$ cat src/rtl/reg_file_mp.sv
// reg_file_mp: parametrised 2-read / 1-write register file with a hardware
// zeroing sweep after reset and on Clear, and an optional hardwired-zero entry 0.
// Optional feature macro: REGFILE_BYPASS_EN (same-cycle write-to-read forwarding).
// Ports:
//   CLK, Rst_n           clock, asynchronous active-low reset
//   Rd_Addr1/Rd_Data1    read port 1 (combinational data)
//   Rd_Addr2/Rd_Data2    read port 2 (combinational data)
//   Wr_Addr/Wr_Data      write address / data, qualified by Write_Reg
//   Clear                single-cycle request to re-zero the whole file
//   Busy                 high while sweeping or while Write_Reg is asserted
//   Wr_Drop              registered pulse: a write was discarded by a sweep
module reg_file_mp #(
  parameter int unsigned DATA_W   = 32,
  parameter int unsigned ADDR_W   = 5,
  parameter int unsigned ZERO_REG = 1
) (
  input  logic              CLK,
  input  logic              Rst_n,
  input  logic [ADDR_W-1:0] Rd_Addr1,
  input  logic [ADDR_W-1:0] Rd_Addr2,
  output logic [DATA_W-1:0] Rd_Data1,
  output logic [DATA_W-1:0] Rd_Data2,
  input  logic [ADDR_W-1:0] Wr_Addr,
  input  logic [DATA_W-1:0] Wr_Data,
  input  logic              Write_Reg,
  input  logic              Clear,
  output logic              Busy,
  output logic              Wr_Drop
);

  localparam int unsigned DEPTH = 2 ** ADDR_W;
  localparam logic [ADDR_W-1:0] LAST_PTR = ADDR_W'(DEPTH - 1);
  localparam bit ZR = (ZERO_REG != 0);

  typedef enum logic {INIT, READY} state_t;

  state_t            state_q, state_d;
  logic [ADDR_W-1:0] ptr_q, ptr_d;
  logic              drop_d;
  logic              mem_we;
  logic [ADDR_W-1:0] mem_waddr;
  logic [DATA_W-1:0] mem_wdata;
  logic [DATA_W-1:0] mem [DEPTH];

  // State, sweep pointer and drop pulse registers
  always_ff @(posedge CLK or negedge Rst_n) begin
    if (!Rst_n) begin
      state_q <= INIT;
      ptr_q   <= '0;
      Wr_Drop <= 1'b0;
    end else begin
      state_q <= state_d;
      ptr_q   <= ptr_d;
      Wr_Drop <= drop_d;
    end
  end

  // Next-state logic and selection of the single array write port
  always_comb begin
    state_d   = state_q;
    ptr_d     = ptr_q;
    drop_d    = 1'b0;
    mem_we    = 1'b0;
    mem_waddr = Wr_Addr;
    mem_wdata = Wr_Data;
    case (state_q)
      INIT: begin
        mem_we    = 1'b1;
        mem_waddr = ptr_q;
        mem_wdata = '0;
        drop_d    = Write_Reg;
        if (Clear) begin
          ptr_d = '0;
        end else if (ptr_q == LAST_PTR) begin
          state_d = READY;
          ptr_d   = '0;
        end else begin
          ptr_d = ptr_q + ADDR_W'(1);
        end
      end
      READY: begin
        // Clear wins over a same-cycle write, which is then reported as dropped
        if (Clear) begin
          state_d = INIT;
          ptr_d   = '0;
          drop_d  = Write_Reg;
        end else if (Write_Reg && !(ZR && (Wr_Addr == '0))) begin
          mem_we = 1'b1;
        end
      end
      default: begin
        state_d = INIT;
        ptr_d   = '0;
      end
    endcase
    // An edge taken while reset is asserted must not modify the array
    mem_we = mem_we & Rst_n;
  end

  // Storage array, intentionally not reset; the sweep clears it
  always_ff @(posedge CLK) begin
    if (mem_we) begin
      mem[mem_waddr] <= mem_wdata;
    end
  end

  // Read muxes: INIT and the hardwired zero entry override everything
  always_comb begin
    Rd_Data1 = '0;
    Rd_Data2 = '0;
    if (state_q == READY) begin
      if (!(ZR && (Rd_Addr1 == '0))) begin
        Rd_Data1 = mem[Rd_Addr1];
`ifdef REGFILE_BYPASS_EN
        // Forward only a write that will actually commit on this edge
        if (Write_Reg && !Clear && (Wr_Addr == Rd_Addr1)) Rd_Data1 = Wr_Data;
`endif
      end
      if (!(ZR && (Rd_Addr2 == '0))) begin
        Rd_Data2 = mem[Rd_Addr2];
`ifdef REGFILE_BYPASS_EN
        if (Write_Reg && !Clear && (Wr_Addr == Rd_Addr2)) Rd_Data2 = Wr_Data;
`endif
      end
    end
  end

  assign Busy = (state_q == INIT) | Write_Reg;

endmodule

$ cat config.mk
export PLATFORM = sky130hd
export DESIGN_NAME = reg_file_mp
export DESIGN_NICKNAME = d
export VERILOG_FILES = /design/src/rtl/reg_file_mp.sv
export SDC_FILE = /design/constraint.sdc
export NUM_CORES = 1
export LEC_CHECK = 0
export ABC_CLOCK_PERIOD_IN_PS = 4700
export CORE_AREA = 2 2 295 297
export CTS_BUF_LIST = sky130_fd_sc_hd__clkbuf_4 sky130_fd_sc_hd__clkbuf_8
export CTS_CLUSTER_DIAMETER = 50
export CTS_CLUSTER_SIZE = 10
export DETAILED_ROUTE_END_ITERATION = 10
export DIE_AREA = 0 0 297 299
export PLACE_DENSITY = 0.72
export SETUP_SLACK_MARGIN = 0.4
export SLEW_MARGIN = 5
export SYNTH_ARGS = -nofsm -noshare
export SYNTH_HDL_FRONTEND = slang
export SYNTH_SLANG_ARGS = --single-unit
$ cat constraint.sdc
create_clock -name CLK -period 4.7 [get_ports CLK]
set_input_delay 1.175 -clock CLK [delete_from_list [all_inputs] [get_ports CLK]]
set_output_delay 1.175 -clock CLK [all_outputs]
set_load 0.02 [all_outputs]
# Word level (Yosys, flattened, before mapping)
# Memories as Yosys holds them, arrays and structs flattened.
# Cells that the tools add are included.
classes:
  n_addsub: 1
  eq_ne: 2
  n_mux: 21
  n_bitwise: 3
  n_reduce_logical: 5
op_table:
  columns: ["op", "n"]
  rows:
  - ["2-to-1 mux 32 bit", 5]
  - ["2-to-1 mux 5 bit", 4]
  - ["logical NOT 5 bit", 3]
  - ["case mux 5 bit (2 select lines)", 1]
  - ["2-to-1 mux 1 bit", 8]
  - ["case mux 1 bit (2 select lines)", 3]
  - ["adder 5 x 1 -> 5 bit, second input constant", 1]
  - ["== test 5 bit, second input constant", 1]
  - ["inequality test 2 bit, second input constant", 1]
  - ["AND 1 bit", 1]
  - ["logical AND 1 bit", 1]
  - ["logical NOT 1 bit", 1]
  - ["NOT 1 bit", 1]
  - ["bitwise OR 1 bit", 1]
word_totals:
  ff_bits: 7
  ram_bits: 1024
  inputBits: 51
  wordCells: 36
  mem_count: 1
memory_table:
  columns: ["memory", "depth", "width", "read_ports", "rd_clocked_by_memory_dff", "write_ports", "line", "source"]
  rows:
  - ["mem", 32, 32, 2, 0, 1, "43", "logic [DATA_W-1:0] mem [DEPTH];"]

# Longest topological paths before layout
logic_depth:
  ltp_word: 9
  ltp_mapped: 8

# Least setup slack after synthesis
# Ideal clock, no wire load.
synth_path:
  path_kind: "input to register"
  from: "input Clear"
  to: "memory mem[26][0], enable pin"
  t_arrival_ns: 3.411
  t_required_ns: 4.279
  path_slack_ns: 0.868
  cell_stages: 5
  n_path_buf: 1
  cell_sequence: "clkbuf_1 -> nand2b_1 -> a21oi_1 -> o221ai_1 -> nor2_1"
synth_between:
  elab_chain_len: 5
synth_lines:
  columns: ["item", "line", "source"]
  rows:
  - ["start: declaration", "26", "input logic Clear,"]
  - ["2-to-1 mux 1 bit", "83", "if (Clear) begin"]
  - ["case mux 1 bit (2 select lines)", "66", "case (state_q)"]
  - ["AND 1 bit", "97", "mem_we = mem_we & Rst_n;"]
  - ["2-to-1 mux 1 bit", "102", "if (mem_we) begin"]
  - ["2-to-1 mux 1 bit (not written as such)", "103", "mem[mem_waddr] <= mem_wdata;"]
  - ["end: declaration", "43", null]
# Every way passes these cells.

# Worst setup path after layout
layout_path:
  from: "input Rd_Addr2[2]"
  to: "output Rd_Data2[1]"
layout_between:
  elab_chain_len: 3
  word_cells_on_any_way: 4
layout_lines:
  columns: ["item", "line", "source"]
  rows:
  - ["start: declaration", "20", "input logic [ADDR_W-1:0] Rd_Addr2,"]
  - ["memory read (32 x 32 bit) / logical NOT 5 bit (equally long branches)", null, null]
  - ["2-to-1 mux 32 bit (*)", "119", "if (!(ZR && (Rd_Addr2 == '0))) begin"]
  - ["2-to-1 mux 32 bit (*)", "111", "if (state_q == READY) begin"]
  - ["end: declaration", "22", "output logic [DATA_W-1:0] Rd_Data2,"]
# Mark *: on every way between the ends. The rest lies on a longest branch, timed or not.

==> results by group <==
Logic synthesis
  • Mux cell area share after synthesis: 21.7%
  • Post-synth cell types: 44
  • Synth Instances: 2889
  • Post-Synth XOR/XNOR Area: 0%
  • Area share of fa/ha/maj cells after synthesis: 0.0535%
  • Simple-Gate Fraction of Synth Area: approximately 3.5%
  • Mean Syn Cell Area: 16.2 um^2
  • Sequential-to-total area share from yosys stat: 64.2%
  • Most area-hungry cell type in the Yosys netlist: edfxtp_1
  • Post-synthesis compound-gate area fraction: 7.90%
  • Ys async rst share: 0.699%
  • Leading register cell type out of synthesis: edfxtp_1
  • EDFF count, synth: between 900 and 1000
  • Count leader, synth: edfxtp_1
  • YS warnings: 0
  • Yosys reg bits: 1001
  • Yosys top cell area share: 63.8%
  • Syn_nets: roughly 3000
  • Largest family of logic cells by synthesized area: multiplexers
  • Most common library cells after synthesis: edfxtp_1, mux2i_1, mux4_2, o22ai_1, a22oi_1
  • Ranking of synthesized cells by area: edfxtp_1, mux2i_1, mux4_2
  • Post-Syn Area: 46800 um^2

Layout
  • # fillers: 6041
  • Fin area: 54500 um^2
  • FF/Latch Area: 30000 um^2
  • Layout cells sized above 1: 26.4%
  • Area Overhead vs Synth: 16.5%
  • Multi-input gate area: between 15000 and 20000 um^2
  • Final Util: 63.4%
  • Finished Layout Cells: 4372
  • Layout Nets: 3224

Floorplan
  • Initial Util: 54.4%
  • Core area: around 86000 um^2
  • I/O Pins: 117
  • Die area: 88800 um^2
  • Row count: 108
  • Die W: 297 um
  • Die Y: approximately 300 um

Critical path
  • Most frequent CP cell: buf_6
  • Setup crit start kind: input port
  • CP Max Fanout: 16
  • Worst EP arrival: 3.23 ns
  • Max incr delay on CP: 0.37 ns
  • CP Cell Sequence: dlygate4sd2_1, buf_4, nand3b_1, buf_6, o22ai_1, o21ai_0, nand4_1, buf_6
  • R2R Setup Slk: 1.77 ns
  • Worst path slowest cell: nand4_1
  • CP Class: input port to output pin
  • Critical Path Sink Type: output pin
  • Worst path required time: 3.52 ns

Clock tree
  • CTS Root Cell: clkbuf_8
  • Clock tree buffer depth: 3
  • Clock Pin Slew Worst Setup and Hold Paths: about 0.070 ns
  • Clock Latency Late Sink: 0.80 ns
  • Clk sinks: approximately 1000
  • Post-CTS Hold Fix Bufs: 0
  • CTS buffer count: 118
  • H-tree levels: 3
  • CTS tree: built

Global route
  • Number of global-route vias before repair: 31368
  • GR Util All Layers: 32.1%
  • GRT overflow: 0
  • First-pass GRT wire length: 207000 um
  • Initial antenna violation count: 4
  • Largest net degree at the start of global routing: 41

Placement
  • Cell Area, Placed: 51600 um^2
  • RePlAce Congestion: roughly 0.9
  • Placed Instances: 4185
  • Port Buffer Count: between 100 and 150
  • Dpl hpwl: 88200 um

STA
  • Final hold violation count: 0
  • Crit share post-route: 93.7%
  • Final Max Tran Viols: 0
  • Setup TNS: 0 ns
  • Tmin final: between 4 and 5 ns
  • Slew HR: 18.5%
  • F_max: 227 MHz
  • Setup Skew: approximately 0.032 ns
  • RSZ-0062 raised after global routing: true
  • Worst-Margin Slew: ~1.2 ns
  • Final Hold Slack: 0.618 ns
  • # setup viols final: 0

Drt
  • DRT iter0 DRCs: about 3700
  • Antenna Nets Post-Route: 0
  • DR vias: 30963
  • Residual DRC: 0
  • Routed wire length: 145000 um
  • Avg WL per Cell: approximately 33 um
  • DR pass1 iterations: 6
  • Via/cell ratio: 7.08

Pwr
  • Net switching power: 0.00376 W
  • VDD IR-drop max: 0.000295 V
  • PD cells: between 300 and 400 nW/um^2
  • Combinational Power Share: under 10%
  • Flop pwr share: just under 60%
  • Int Power: 0.0129 W
  • Clock share of power: 34.3%
  • Leakage: roughly 20 nW
  • Sw Ratio: 22.5%

Run status
  • Status: complete, no violations

Job
  • Max-cap violation count: 0

Min path
  • HP Class: flop to flop
[final timing paths]
| path | start | end | cells past startpoint |
|---|---|---|---|
| hold reg to reg | ptr_q[3] | ptr_q[3] | 2 |
| min in group asynchronous | Rst_n | ptr_q[2] | 1 |
| setup / recovery | Rd_Addr2[2] | Rd_Data2[1] | 8 |
| hold / removal | ptr_q[3] | ptr_q[3] | 2 |
| max in group asynchronous | Rst_n | state_q | 1 |
| setup reg to reg | state_q | mem[1][25] | 6 |
[layout make-up]
class / instances / area share, %
Clock buffer: 135 / 3.23
Antenna cell: 3 / 0.0138
Timing Repair Buffer: 402 / 8.43
Multi-Input combinational cell: 1639 / 30.0
Inverter: 9 / 0.0689
Sequential cell: 1001 / 55.1
Tap cell: 1155 / 2.65
Clock inverter: 28 / 0.547
[metrics by stage]
stage,setup WS (ns),power (W)
6_report,0.297,0.0167
5_1_grt,0.367,0.0171
4_1_cts,0.327,0.0167
3_5_place_dp,-0.250,0.0111
3_3_place_gp,-0.223,0.0110
2_1_floorplan,0.868,0.0106
[worst max-delay path, delay by kind of cell]
kind / cells / cell delay [ns]
AND/OR/NAND/NOR: 2 / 0.52
buffers and inverters: 4 / 1.04
AO/OA/AOI/OAI: 2 / 0.48
[registers in the layout (all words and copies together), names as in the netlist]
name / count
mem: 994
ptr_q: 5
Wr_Drop: 1
state_q: 1
[cells by family after synthesis]
family                   Yosys count
AO/OA/AOI/OAI                    538
flip-flops                      1001
multiplexers                     770
AND/OR/NAND/NOR                  329
adder cells (fa/ha/maj)            2
buffers and inverters            249
[cells in the final DEF (no fill, tap or decap), types with 32 or more instances in the layout]
cell type	count
edfxtp_1	994
nor2_4	38
mux4_2	194
buf_2	38
and2_1	32
buf_12	97
buf_4	173
a22oi_1	149
o22ai_1	180
mux2i_1	574
clkbuf_8	119
nand4_1	62
o21ai_0	49
a22oi_2	37
clkdlybuf4s50_1	42
nand2_1	132
[layer usage]
metal | track usage (%) | wire [um]
met4 | 16.3 | 7610
met3 | 6.59 | 16200
met2 | 51.7 | 68800
met1 | 41.8 | 52300
met5 | 0 | 0
[power groups by stage]
stage	Combinational, W	Sequential (W)	Clock [W]
after floorplan	0.000717	0.00991	0
after global placement	0.00112	0.00991	0
after detailed placement	0.00114	0.00991	0
after CTS	0.00120	0.00972	0.00580
after global routing	0.00129	0.00972	0.00613
final	0.00125	0.00972	0.00573
[repair_timing]
item / CTS / global route
pin swaps: 28 / 10
setup endpoints to repair: 64 / 47
cloned: 5 / 2
setup buffers: 7 / 7
gates resized for setup: 328 / 50
Note: power is estimated with default switching activity, not from simulation.
